$ cat config.mk
export PLATFORM = sky130hd
export DESIGN_NAME = spi_cmd_ctrl
export DESIGN_NICKNAME = d
export VERILOG_FILES = /design/src/rtl/spi_cmd_ctrl_pkg.sv /design/src/rtl/spi_cmd_ctrl_rr.sv /design/src/rtl/spi_cmd_ctrl.sv
export SDC_FILE = /design/constraint.sdc
export NUM_CORES = 1
export LEC_CHECK = 0
export BUFFER_PORTS_ARGS = -buffer_cell sky130_fd_sc_hd__buf_2
export CELL_PAD_IN_SITES_DETAIL_PLACEMENT = 0
export CELL_PAD_IN_SITES_GLOBAL_PLACEMENT = 1
export CORE_ASPECT_RATIO = 1.75
export CORE_MARGIN = 2
export CORE_UTILIZATION = 33
export CTS_CLUSTER_DIAMETER = 200
export DETAILED_ROUTE_END_ITERATION = 8
export PLACE_DENSITY = 0.73
export SYNTH_ARGS = -nofsm -noshare
export SYNTH_HDL_FRONTEND = slang
export SYNTH_SLANG_ARGS = --single-unit
$ cat constraint.sdc
create_clock -name CLK -period 2.7 [get_ports CLK]
set_input_delay 0.54 -clock CLK [delete_from_list [all_inputs] [get_ports CLK]]
set_output_delay 0.54 -clock CLK [all_outputs]
set_load 0.02 [all_outputs]
$ cat src/rtl/spi_cmd_ctrl_pkg.sv
// Shared definitions for the SPI command controller.
// State encodings and the channel address tags.
package spi_cmd_ctrl_pkg;

  typedef enum logic [1:0] {
    S_IDLE      = 2'd0,
    S_GRANT     = 2'd1,
    S_WAIT_POLL = 2'd2,
    S_ACK       = 2'd3
  } state_t;

  localparam logic [7:0] TAG_BASE  = 8'h80;
  localparam logic [7:0] TAG_EMPTY = 8'h00;

  function automatic logic [7:0] tag_of(input logic [1:0] idx);
    return TAG_BASE | {6'b0, idx};
  endfunction

endpackage

$ cat src/rtl/spi_cmd_ctrl_rr.sv
// Four-way round-robin picker.
// Returns the first set request at or above ptr, wrapping 3->0.
module rr_arbiter4 (
  input  logic [3:0] req,
  input  logic [1:0] ptr,
  output logic [1:0] grant,
  output logic       valid
);

  logic [1:0] idx;

  // Scan from the farthest offset down so the nearest hit wins last
  always_comb begin
    grant = 2'd0;
    valid = 1'b0;
    idx   = 2'd0;
    for (int i = 3; i >= 0; i--) begin
      idx = ptr + 2'(i);
      if (req[idx]) begin
        grant = idx;
        valid = 1'b1;
      end
    end
  end

endmodule

$ cat src/rtl/spi_cmd_ctrl.sv
// SPI command controller: channel arbitration toward the PC,
// poll handling with timeout, register writes and error counting.
module spi_cmd_ctrl
  import spi_cmd_ctrl_pkg::*;
#(
  parameter logic [7:0]  READ_REQ_ADDR = 8'hFF,
  parameter logic [15:0] TIMEOUT       = 16'd1000
) (
  input  logic        CLK,
  input  logic        RST,
  input  logic        FRAME_VALID,
  input  logic [7:0]  RX_ADDR,
  input  logic [7:0]  RX_DATA,
  input  logic [3:0]  CH_REQ,
  input  logic [31:0] CH_DATA,
  output logic [7:0]  TX_DATA,
  output logic [7:0]  TX_ADDR,
  output logic        SEND_REQ,
  output logic [3:0]  CH_ACK,
  output logic        REG_WE,
  output logic [6:0]  REG_ADDR,
  output logic [7:0]  REG_WDATA,
  output logic [7:0]  ERR_CNT
);

  state_t      state;
  state_t      state_nxt;
  logic [1:0]  ptr;
  logic [1:0]  gnt;
  logic [15:0] cnt;
  logic [15:0] cnt_nxt;
  logic [1:0]  arb_idx;
  logic        arb_vld;
  logic        poll;
  logic        err_frame;
  logic        wr_frame;
  logic        tmo;
  logic [8:0]  err_sum;

  rr_arbiter4 u_arb (
    .req   (CH_REQ),
    .ptr   (ptr),
    .grant (arb_idx),
    .valid (arb_vld)
  );

  assign poll      = FRAME_VALID && (RX_ADDR == READ_REQ_ADDR);
  assign wr_frame  = FRAME_VALID && !RX_ADDR[7];
  assign err_frame = FRAME_VALID && RX_ADDR[7] && !poll;
  assign cnt_nxt   = cnt + 16'd1;
  // A poll arriving on the expiry cycle still wins
  assign tmo       = (state == S_WAIT_POLL) && !poll
                     && (cnt_nxt == TIMEOUT);
  assign err_sum   = {1'b0, ERR_CNT} + 9'(err_frame) + 9'(tmo);

  // State register
  always_ff @(posedge CLK) begin
    if (!RST) state <= S_IDLE;
    else      state <= state_nxt;
  end

  // Next-state decode
  always_comb begin
    state_nxt = state;
    case (state)
      S_IDLE:      if (|CH_REQ) state_nxt = S_GRANT;
      S_GRANT:     state_nxt = arb_vld ? S_WAIT_POLL : S_IDLE;
      S_WAIT_POLL: begin
        if (poll)     state_nxt = S_ACK;
        else if (tmo) state_nxt = S_IDLE;
      end
      S_ACK:       state_nxt = S_IDLE;
      default:     state_nxt = S_IDLE;
    endcase
  end

  // State-decoded handshake outputs
  always_comb begin
    SEND_REQ = (state == S_WAIT_POLL);
    CH_ACK   = (state == S_ACK) ? (4'b0001 << gnt) : 4'b0000;
  end

  // Grant latch, TX bytes, pointer and timeout counter
  always_ff @(posedge CLK) begin
    if (!RST) begin
      ptr     <= 2'd0;
      gnt     <= 2'd0;
      cnt     <= 16'd0;
      TX_ADDR <= TAG_EMPTY;
      TX_DATA <= 8'h00;
    end else begin
      case (state)
        S_GRANT: begin
          cnt <= 16'd0;
          if (arb_vld) begin
            gnt     <= arb_idx;
            TX_ADDR <= tag_of(arb_idx);
            TX_DATA <= CH_DATA[{arb_idx, 3'b000} +: 8];
          end
        end
        S_WAIT_POLL: begin
          cnt <= cnt_nxt;
          if (poll || tmo) begin
            TX_ADDR <= TAG_EMPTY;
            TX_DATA <= 8'h00;
          end
          if (tmo) ptr <= gnt + 2'd1;
        end
        S_ACK:   ptr <= gnt + 2'd1;
        default: ;
      endcase
    end
  end

  // Register write strobe, one cycle after the frame
  always_ff @(posedge CLK) begin
    if (!RST) begin
      REG_WE    <= 1'b0;
      REG_ADDR  <= 7'd0;
      REG_WDATA <= 8'd0;
    end else begin
      REG_WE <= wr_frame;
      if (wr_frame) begin
        REG_ADDR  <= RX_ADDR[6:0];
        REG_WDATA <= RX_DATA;
      end
    end
  end

  // Saturating error counter
  always_ff @(posedge CLK) begin
    if (!RST)            ERR_CNT <= 8'd0;
    else if (err_sum[8]) ERR_CNT <= 8'hFF;
    else                 ERR_CNT <= err_sum[7:0];
  end

endmodule

==> out/qor.json, run 1 <==
{
  "final.setup_skew_ns": 0.00549,
  "io_pins": 100,
  "yosys.cell_types.count": 57,
  "final_critical_path_setup_slack_ns": -0.0232,
  "buffer_ports.inserted": 94,
  "post-route-min-period_ns": 2.72,
  "finalCritPeriodShare": 1.01,
  "power_leakage_nw": 1.94,
  "worst-endpoint-required_ns": 2.89,
  "async_set_or_reset_flop_fraction_in_the_synthesized_netlist": 0,
  "max-clock-path-buffers": 2,
  "gr-total-overflow": 0,
  "worst_path_max_delay_cell": "sky130_fd_sc_hd__fa_2",
  "antennaDiodeCount": 0,
  "global_route.usage.met1": 0.176,
  "cts.clk_slew.worst_paths_ns": 0.05,
  "worstSetupStartpointType": "flip-flop",
  "timing.fmax_mhz": 367,
  "groute.layer.met3.usage": 0.0373,
  "top_usage_layer": "met2",
  "outcome": "finished with violations",
  "die_area_mm2": 0.0104,
  "cp_max_fo": 5,
  "drc_errors": 0,
  "grt_antenna_before_repair": 0,
  "critPathArrivalTime_ns": 2.92,
  "initial_core_util": 0.337,
  "yosys_most_used_dff": "sky130_fd_sc_hd__dfxtp_1",
  "synth-edff-count": 0,
  "final_layout_size_suffix_gt1_frac": 0.391,
  "cts_root_buffer": "sky130_fd_sc_hd__clkbuf_16",
  "layout.cell_area.non_filler_mm2": 0.00446,
  "synth_area_per_cell_um2": 8.34,
  "slew_violations": 0,
  "timing_hold_violations_final": 0,
  "coreArea_mm2": 0.00935,
  "layout.cells.most_common_list": "sky130_fd_sc_hd__buf_2 (94), sky130_fd_sc_hd__nand2_1 (70), sky130_fd_sc_hd__dfxtp_1 (51), sky130_fd_sc_hd__buf_4 (45), sky130_fd_sc_hd__a21oi_1 (44)",
  "gp_congestion": 0.834,
  "route.vias.total": 3236,
  "worst_setup_path_end_kind": "flip-flop",
  "finalHoldWorstSlack_ns": 0.450,
  "worst_pin_slew_ns": 0.884,
  "number_of_global_route_vias_before_repair": 3154,
  "die_wd_um": 77.9,
  "setup_viol": 5,
  "critical_setup_path_class": "reg -> reg",
  "maximum_resistive_drop_on_vdd_mv": 0.518,
  "wl_per_cell_um": 14.2,
  "yosysSeqAreaShare": 0.362,
  "viasPerCell": 5.07,
  "finalWirelength_um": 9040,
  "dpl_cell_area_mm2": 0.00398,
  "clk-insertion-delay-late_ns": 0.33,
  "total_standard_cell_area_after_synthesis_mm2": 0.00315,
  "cts_hold_buffers": 0,
  "ys.warnings.count": 0,
  "cp_max_stage_delay_ns": 0.40,
  "wire_length_of_the_first_global_routing_pass_um": 14600,
  "num-nets-final": 579,
  "place_ws_ns": -0.190,
  "synthesis.instances": 378,
  "layout.cells.most_common": "sky130_fd_sc_hd__buf_2",
  "p_total_mw": 2.50,
  "grt_usage": 0.178,
  "maxSlewHeadroom": 0.406,
  "grt_setup_unrepaired": "true",
  "route.antenna.remaining_nets": 0,
  "cts_sinks": 57,
  "detail_route.first_pass.iterations": 4,
  "layout_overhead_on_the_synthesized_area_pct": 41.3,
  "power-per-cell-area_mw_per_mm2": 561,
  "cts-buffers-inserted": 9,
  "max-cap-violations": 0,
  "violations_in_the_final_reports": "setup timing",
  "grt_max_degree": 46,
  "die_extent_in_y_um": 133,
  "grt_use_met2": 0.338,
  "min_path_type": "in -> reg",
  "timing.critical_path.cells": "buf_6 > nand4_1 > nor4_2 > a41oi_2 > a211oi_2 > and4_4 > nand2_4 > fa_2 > inv_2 > ha_4 > nand3_2 > xor2_1 > a21oi_1",
  "first_iter_violations": 114,
  "cts_tree": "built",
  "hpwl_um": 6700,
  "htree_levels": 3,
  "std_cell_rows": 47,
  "synth.ff_latch_count": 57
}
==> layout make-up <==
cell class	instances	area (um^2)
tap	122	153
clock inverter	4	73.8
inverter	12	45.0
clock buffer	12	256
fill	926	4890
sequential	57	1150
multi-input combinational	288	1920
timing repair buffer	143	853
==> routing by layer <==
metal | routed length, um | vias up
met2 | 5100 | 89
met4 | 289 | 0
met3 | 394 | 19
li1 | - | 1605
met1 | 3260 | 1523
met5 | 0 | -
==> what timing repair did <==
item / in CTS / in global routing
pin swaps: 6 / 8
endpoints found under the setup margin: 8 / 16
gates cloned: 0 / 0
gates resized for setup: 11 / 17
buffers inserted: 2 / 4
==> registers in the layout, indices dropped and copies added, names as in the netlist <==
| register | flops |
|---|---|
| ptr | 2 |
| REG_ADDR | 7 |
| gnt | 2 |
| TX_ADDR | 3 |
| REG_WDATA | 8 |
| TX_DATA | 8 |
| ERR_CNT | 8 |
| cnt | 16 |
| state | 2 |
| REG_WE | 1 |
==> Yosys cell counts, types with 3 or more instances <==
cell                       instances  area (um^2)
sky130_fd_sc_hd__clkbuf_1          9         33.8
sky130_fd_sc_hd__nor3b_1           6         45.0
sky130_fd_sc_hd__nand3_1           8         40.0
sky130_fd_sc_hd__buf_4             5         37.5
sky130_fd_sc_hd__nor3_1           15         75.1
sky130_fd_sc_hd__o21a_1            4         30.0
sky130_fd_sc_hd__xor2_1            3         26.3
sky130_fd_sc_hd__o211ai_1          3         22.5
sky130_fd_sc_hd__dfxtp_1          57         1140
sky130_fd_sc_hd__buf_6             5         56.3
sky130_fd_sc_hd__and2_1            7         43.8
sky130_fd_sc_hd__nand4_1           6         37.5
sky130_fd_sc_hd__ha_1             12          150
sky130_fd_sc_hd__mux4_2            8          180
sky130_fd_sc_hd__nand2b_1          4         25.0
sky130_fd_sc_hd__nand2_1          71          267
sky130_fd_sc_hd__buf_1             3         11.3
sky130_fd_sc_hd__mux2i_1           4         40.0
sky130_fd_sc_hd__inv_1            11         41.3
sky130_fd_sc_hd__a21oi_1          46          230
sky130_fd_sc_hd__a32o_1            8         80.1
sky130_fd_sc_hd__nor4_1            4         25.0
sky130_fd_sc_hd__o21ai_0          12         60.1
sky130_fd_sc_hd__nor2_1           25         93.8
==> worst max-delay path: cells and delay by family (launching register included) <==
family | cells | cell delay, ns
simple gates | 5 | 0.88
compound gates | 3 | 0.45
buf+inv | 2 | 0.18
xor+xnor | 1 | 0.17
fa+ha+maj | 2 | 0.55
flops | 1 | 0.37
==> metrics by stage <==
step                setup TNS (ns)  cells  utilization
floorplan                        0    382            -
global placement            -0.809    616        0.426
detailed placement           -1.22    616        0.426
global route                 -1.74    638        0.477
finish                     -0.0500    638        0.477
CTS                              0    634        0.466
==> power by group <==
| group | internal, mW | switching, mW | leakage (nW) |
|---|---|---|---|
| sequential | 0.879 | 0.0221 | 0.467 |
| combinational | 0.145 | 0.203 | 1.31 |
| clock | 0.859 | 0.392 | 0.163 |
==> cells by family after synthesis <==
logic type	after synthesis	share of synthesized area
mux	13	0.0734
other cells	1	0.00119
fa+ha+maj	13	0.0540
flops	57	0.362
simple gates	164	0.254
compound gates	88	0.178
xor+xnor	5	0.0139
buf+inv	37	0.0643
==> final timing paths <==
check	start	endpoint	slack [ns]	cells past startpoint
hold reg to reg	REG_ADDR[5]	REG_ADDR[5]	0.45	2
setup / recovery	cnt[4]	ERR_CNT[4]	-0.02	13
hold / removal	RX_DATA[6]	REG_WDATA[6]	0.45	3
setup reg to reg	cnt[4]	ERR_CNT[4]	-0.02	13
Note: power is estimated with default switching activity, not from simulation.
==> run 2, diff against run 1 <==
Settings changed: BUFFER_PORTS_ARGS -buffer_cell sky130_fd_sc_hd__buf_2 to not set, CELL_PAD_IN_SITES_DETAIL_PLACEMENT 0 to 1, CORE_UTILIZATION 33 to 40, DONT_BUFFER_PORTS set to 1, PLACE_DENSITY 0.73 to 0.71.
==> out/qor.json, run 2 (synthesis gave the netlist of run 1 again) <==
{
  "outcome": "finished with violations",
  "violations_in_the_final_reports": "setup timing",
  "critPathArrivalTime": {"value": 3.03, "unit": "ns", "change": "+0.11 ns"},
  "die_area": {"value": 0.00864, "unit": "mm^2", "change": "-17%"},
  "final.setup_skew": {"value": 0.00549, "unit": "ns", "change": "+0.000000280 ns"},
  "buffer_ports.inserted": {"value": 0, "change": "-100%"},
  "worst_pin_slew": {"value": 0.622, "unit": "ns", "change": "-0.263 ns"},
  "final_cells": {"value": 515, "change": "-19%"},
  "grt_max_degree": {"value": 25, "change": "-46%"},
  "cts-buffers-inserted": {"value": 9, "change": "unchanged"},
  "final_critical_path_setup_slack": {"value": -0.0771, "unit": "ns", "change": "-0.0539 ns"},
  "timing.fmax": {"value": 360, "unit": "MHz", "change": "-1.9%"},
  "layout.cells.most_common_list": "sky130_fd_sc_hd__nand2_1 (70), sky130_fd_sc_hd__dfxtp_1 (50), sky130_fd_sc_hd__buf_4 (48), sky130_fd_sc_hd__a21oi_1 (39), sky130_fd_sc_hd__nor2_1 (25)",
  "detail_route.first_pass.iterations": {"value": 4, "change": "unchanged"},
  "p_comb_frac": {"value": 0.099, "change": "-0.040"},
  "die_wd": {"value": 71.1, "unit": "um", "change": "-8.7%"},
  "num-nets-final": {"value": 491, "change": "-15%"},
  "io_pins": {"value": 100, "change": "unchanged"},
  "place_ws": {"value": -0.227, "unit": "ns", "change": "-0.0377 ns"},
  "cts_root_buffer": "sky130_fd_sc_hd__clkbuf_16",
  "htree_levels": {"value": 3, "change": "unchanged"},
  "critical_setup_path_class": "reg -> reg",
  "worst-endpoint-required": {"value": 2.95, "unit": "ns", "change": "+0.06 ns"},
  "power.clock.fraction": {"value": 0.502, "change": "+0.002"},
  "post-place-cells": {"value": 490, "change": "-20%"},
  "die_extent_in_y": {"value": 121, "unit": "um", "change": "-8.9%"},
  "top_reg_by_flops": "cnt",
  "clk-insertion-delay-late": {"value": 0.32, "unit": "ns", "change": "about the same"},
  "reg2regPathDepth": {"value": 13, "change": "unchanged"},
  "grt_setup_unrepaired": "true",
  "viasPerCell": {"value": 5.81, "change": "+15%"},
  "grt_antenna_before_repair": {"value": 0, "change": "unchanged"},
  "initial_core_util": {"value": 0.414, "change": "+0.0766"},
  "top_usage_layer": "met2",
  "crit-reg2reg-capture": "ERR_CNT[5]",
  "layout.cells.most_common": "sky130_fd_sc_hd__nand2_1",
  "hpwl": {"value": 6970, "unit": "um", "change": "+4.0%"},
  "cts_hold_buffers": {"value": 0, "change": "unchanged"},
  "cts_sinks": {"value": 57, "change": "unchanged"},
  "dpl_cell_area": {"value": 0.00348, "unit": "mm^2", "change": "-13%"},
  "wl_per_cell": {"value": 18.8, "unit": "um", "change": "+33%"},
  "final_layout_size_suffix_gt1_frac": {"value": 0.279, "change": "-0.113"},
  "setup.reg_to_reg.worst_slack": {"value": -0.08, "unit": "ns", "change": "-0.05 ns"},
  "maxSlewHeadroom": {"value": 0.585, "change": "+0.180"},
  "gp_congestion": {"value": 0.802, "change": "-3.8%"},
  "layout_overhead_on_the_synthesized_area_pct": 26.7,
  "first_iter_violations": {"value": 90, "change": "-21%"},
  "setup.worst_path.end": "ERR_CNT[5]",
  "layout.cell_area.non_filler": {"value": 0.00400, "unit": "mm^2", "change": "-10%"},
  "cellInternalPower": {"value": 1.78, "unit": "mW", "change": "-5.5%"},
  "route.vias.total": {"value": 2992, "change": "-7.5%"},
  "gr-total-overflow": {"value": 0, "change": "unchanged"},
  "number_of_global_route_vias_before_repair": {"value": 3291, "change": "+4.3%"},
  "cts_tree": "built",
  "worstSetupStartpointType": "flip-flop",
  "slew_violations": {"value": 0, "change": "unchanged"},
  "p_seq_frac": {"value": 0.399, "change": "+0.039"},
  "wire_length_of_the_first_global_routing_pass": {"value": 15600, "unit": "um", "change": "+6.6%"},
  "net-switching-power": {"value": 601, "unit": "uW", "change": "-2.5%"},
  "power-per-cell-area": {"value": 596, "unit": "mW/mm^2", "change": "+6.2%"},
  "cts.clk_slew.worst_paths": {"value": 0.05, "unit": "ns", "change": "about the same"},
  "switching_share": {"value": 0.253, "change": "+0.00584"},
  "drc_errors": {"value": 0, "change": "unchanged"},
  "utilization_of_the_core_after_routing": {"value": 0.524, "change": "+0.0478"},
  "r2r_start": "cnt[4]",
  "maximum_resistive_drop_on_vdd": {"value": 0.480, "unit": "mV", "change": "-7.4%"},
  "setup_viol": {"value": 7, "change": "+2"},
  "grt_use_met2": {"value": 0.454, "change": "+0.116"},
  "crit_start": "cnt[4]",
  "route.antenna.remaining_nets": {"value": 0, "change": "unchanged"},
  "post-route-min-period": {"value": 2.78, "unit": "ns", "change": "+0.0539 ns"},
  "cp_max_fo": {"value": 6, "change": "+1"},
  "finalWirelength": {"value": 9690, "unit": "um", "change": "+7.2%"},
  "grt_usage": {"value": 0.232, "change": "+0.0541"},
  "coreArea": {"value": 0.00762, "unit": "mm^2", "change": "-19%"},
  "worst_setup_path_end_kind": "flip-flop",
  "global_route.usage.met1": {"value": 0.225, "change": "+0.0498"},
  "std_cell_rows": {"value": 42, "change": "-11%"},
  "largest_reg_flops": {"value": 16, "change": "unchanged"},
  "min_path_type": "in -> reg",
  "timing_hold_violations_final": {"value": 0, "change": "unchanged"},
  "power_leakage": {"value": 1.53, "unit": "nW", "change": "-21%"},
  "p_total": {"value": 2.38, "unit": "mW", "change": "-4.8%"},
  "max-clock-path-buffers": {"value": 2, "change": "unchanged"},
  "finalCritPeriodShare": {"value": 1.03, "change": "+0.0200"},
  "groute.layer.met3.usage": {"value": 0.0465, "change": "+0.00925"},
  "max-cap-violations": {"value": 0, "change": "unchanged"},
  "timing.hold.worst.start": "RST",
  "antennaDiodeCount": {"value": 0, "change": "unchanged"}
}
==> run 2: worst max-delay path, stage by stage (launching register included) <==
cell	delay, ns
sky130_fd_sc_hd__dfxtp_2	0.35
sky130_fd_sc_hd__buf_6	0.10
sky130_fd_sc_hd__nand4_1	0.15
sky130_fd_sc_hd__nor4_2	0.27
sky130_fd_sc_hd__a41oi_1	0.09
sky130_fd_sc_hd__a211oi_2	0.33
sky130_fd_sc_hd__and4_4	0.28
sky130_fd_sc_hd__nand2_2	0.06
sky130_fd_sc_hd__fa_2	0.41
sky130_fd_sc_hd__inv_2	0.08
sky130_fd_sc_hd__ha_4	0.15
sky130_fd_sc_hd__nand4_1	0.13
sky130_fd_sc_hd__buf_6	0.18
sky130_fd_sc_hd__a21oi_1	0.12
==> run 2: routing by layer <==
metal | part of all wire | vias up | routed length, um
met5 | 0 | - | 0
met4 | 0.023 | 0 | 219
met3 | 0.047 | 14 | 460
met2 | 0.58 | 78 | 5610
met1 | 0.35 | 1479 | 3400
li1 | - | 1421 | -
==> run 2: what timing repair did <==
| item | 4_1_cts | 5_1_grt |
|---|---|---|
| buffers inserted | 9 | 2 |
| pin swaps | 8 | 15 |
| setup endpoints to repair | 8 | 21 |
| resized for setup | 24 | 11 |
==> run 2: cell type report <==
| cell class | count | area [um^2] |
|---|---|---|
| clock buffers | 9 | 225 |
| clock inverters | 6 | 83.8 |
| fillers | 922 | 3620 |
| inverters | 12 | 45.0 |
| multi-input cells | 288 | 1940 |
| flip-flops and latches | 57 | 1150 |
| well taps | 88 | 110 |
| repair buffers | 55 | 439 |
==> run 2: power by group through the flow <==
stage	Clock (mW)	Combinational, mW	Sequential [mW]
global placement	0	0.221	0.967
floorplan	0	0.188	0.958
finish	1.19	0.236	0.949
CTS	1.21	0.237	0.950
global route	1.24	0.264	0.953
detailed placement	0	0.230	0.967
==> run 2: worst min path at each step <==
stage,slack (ns),cells after the start,endpoint
2_1_floorplan,0.45,2,ptr[0]
3_3_place_gp,0.48,2,cnt[15]
3_5_place_dp,0.49,2,ptr[0]
4_1_cts,0.33,1,cnt[14]
5_1_grt,0.34,1,cnt[14]
6_report,0.34,1,cnt[14]
==> run 2: per-stage QoR <==
step | TNS, ns | hold slack (ns)
finish | -0.393 | 0.339
global route | -1.15 | 0.342
CTS | -0.259 | 0.332
detailed placement | -1.34 | 0.486
global placement | -0.650 | 0.478
floorplan | 0 | 0.451
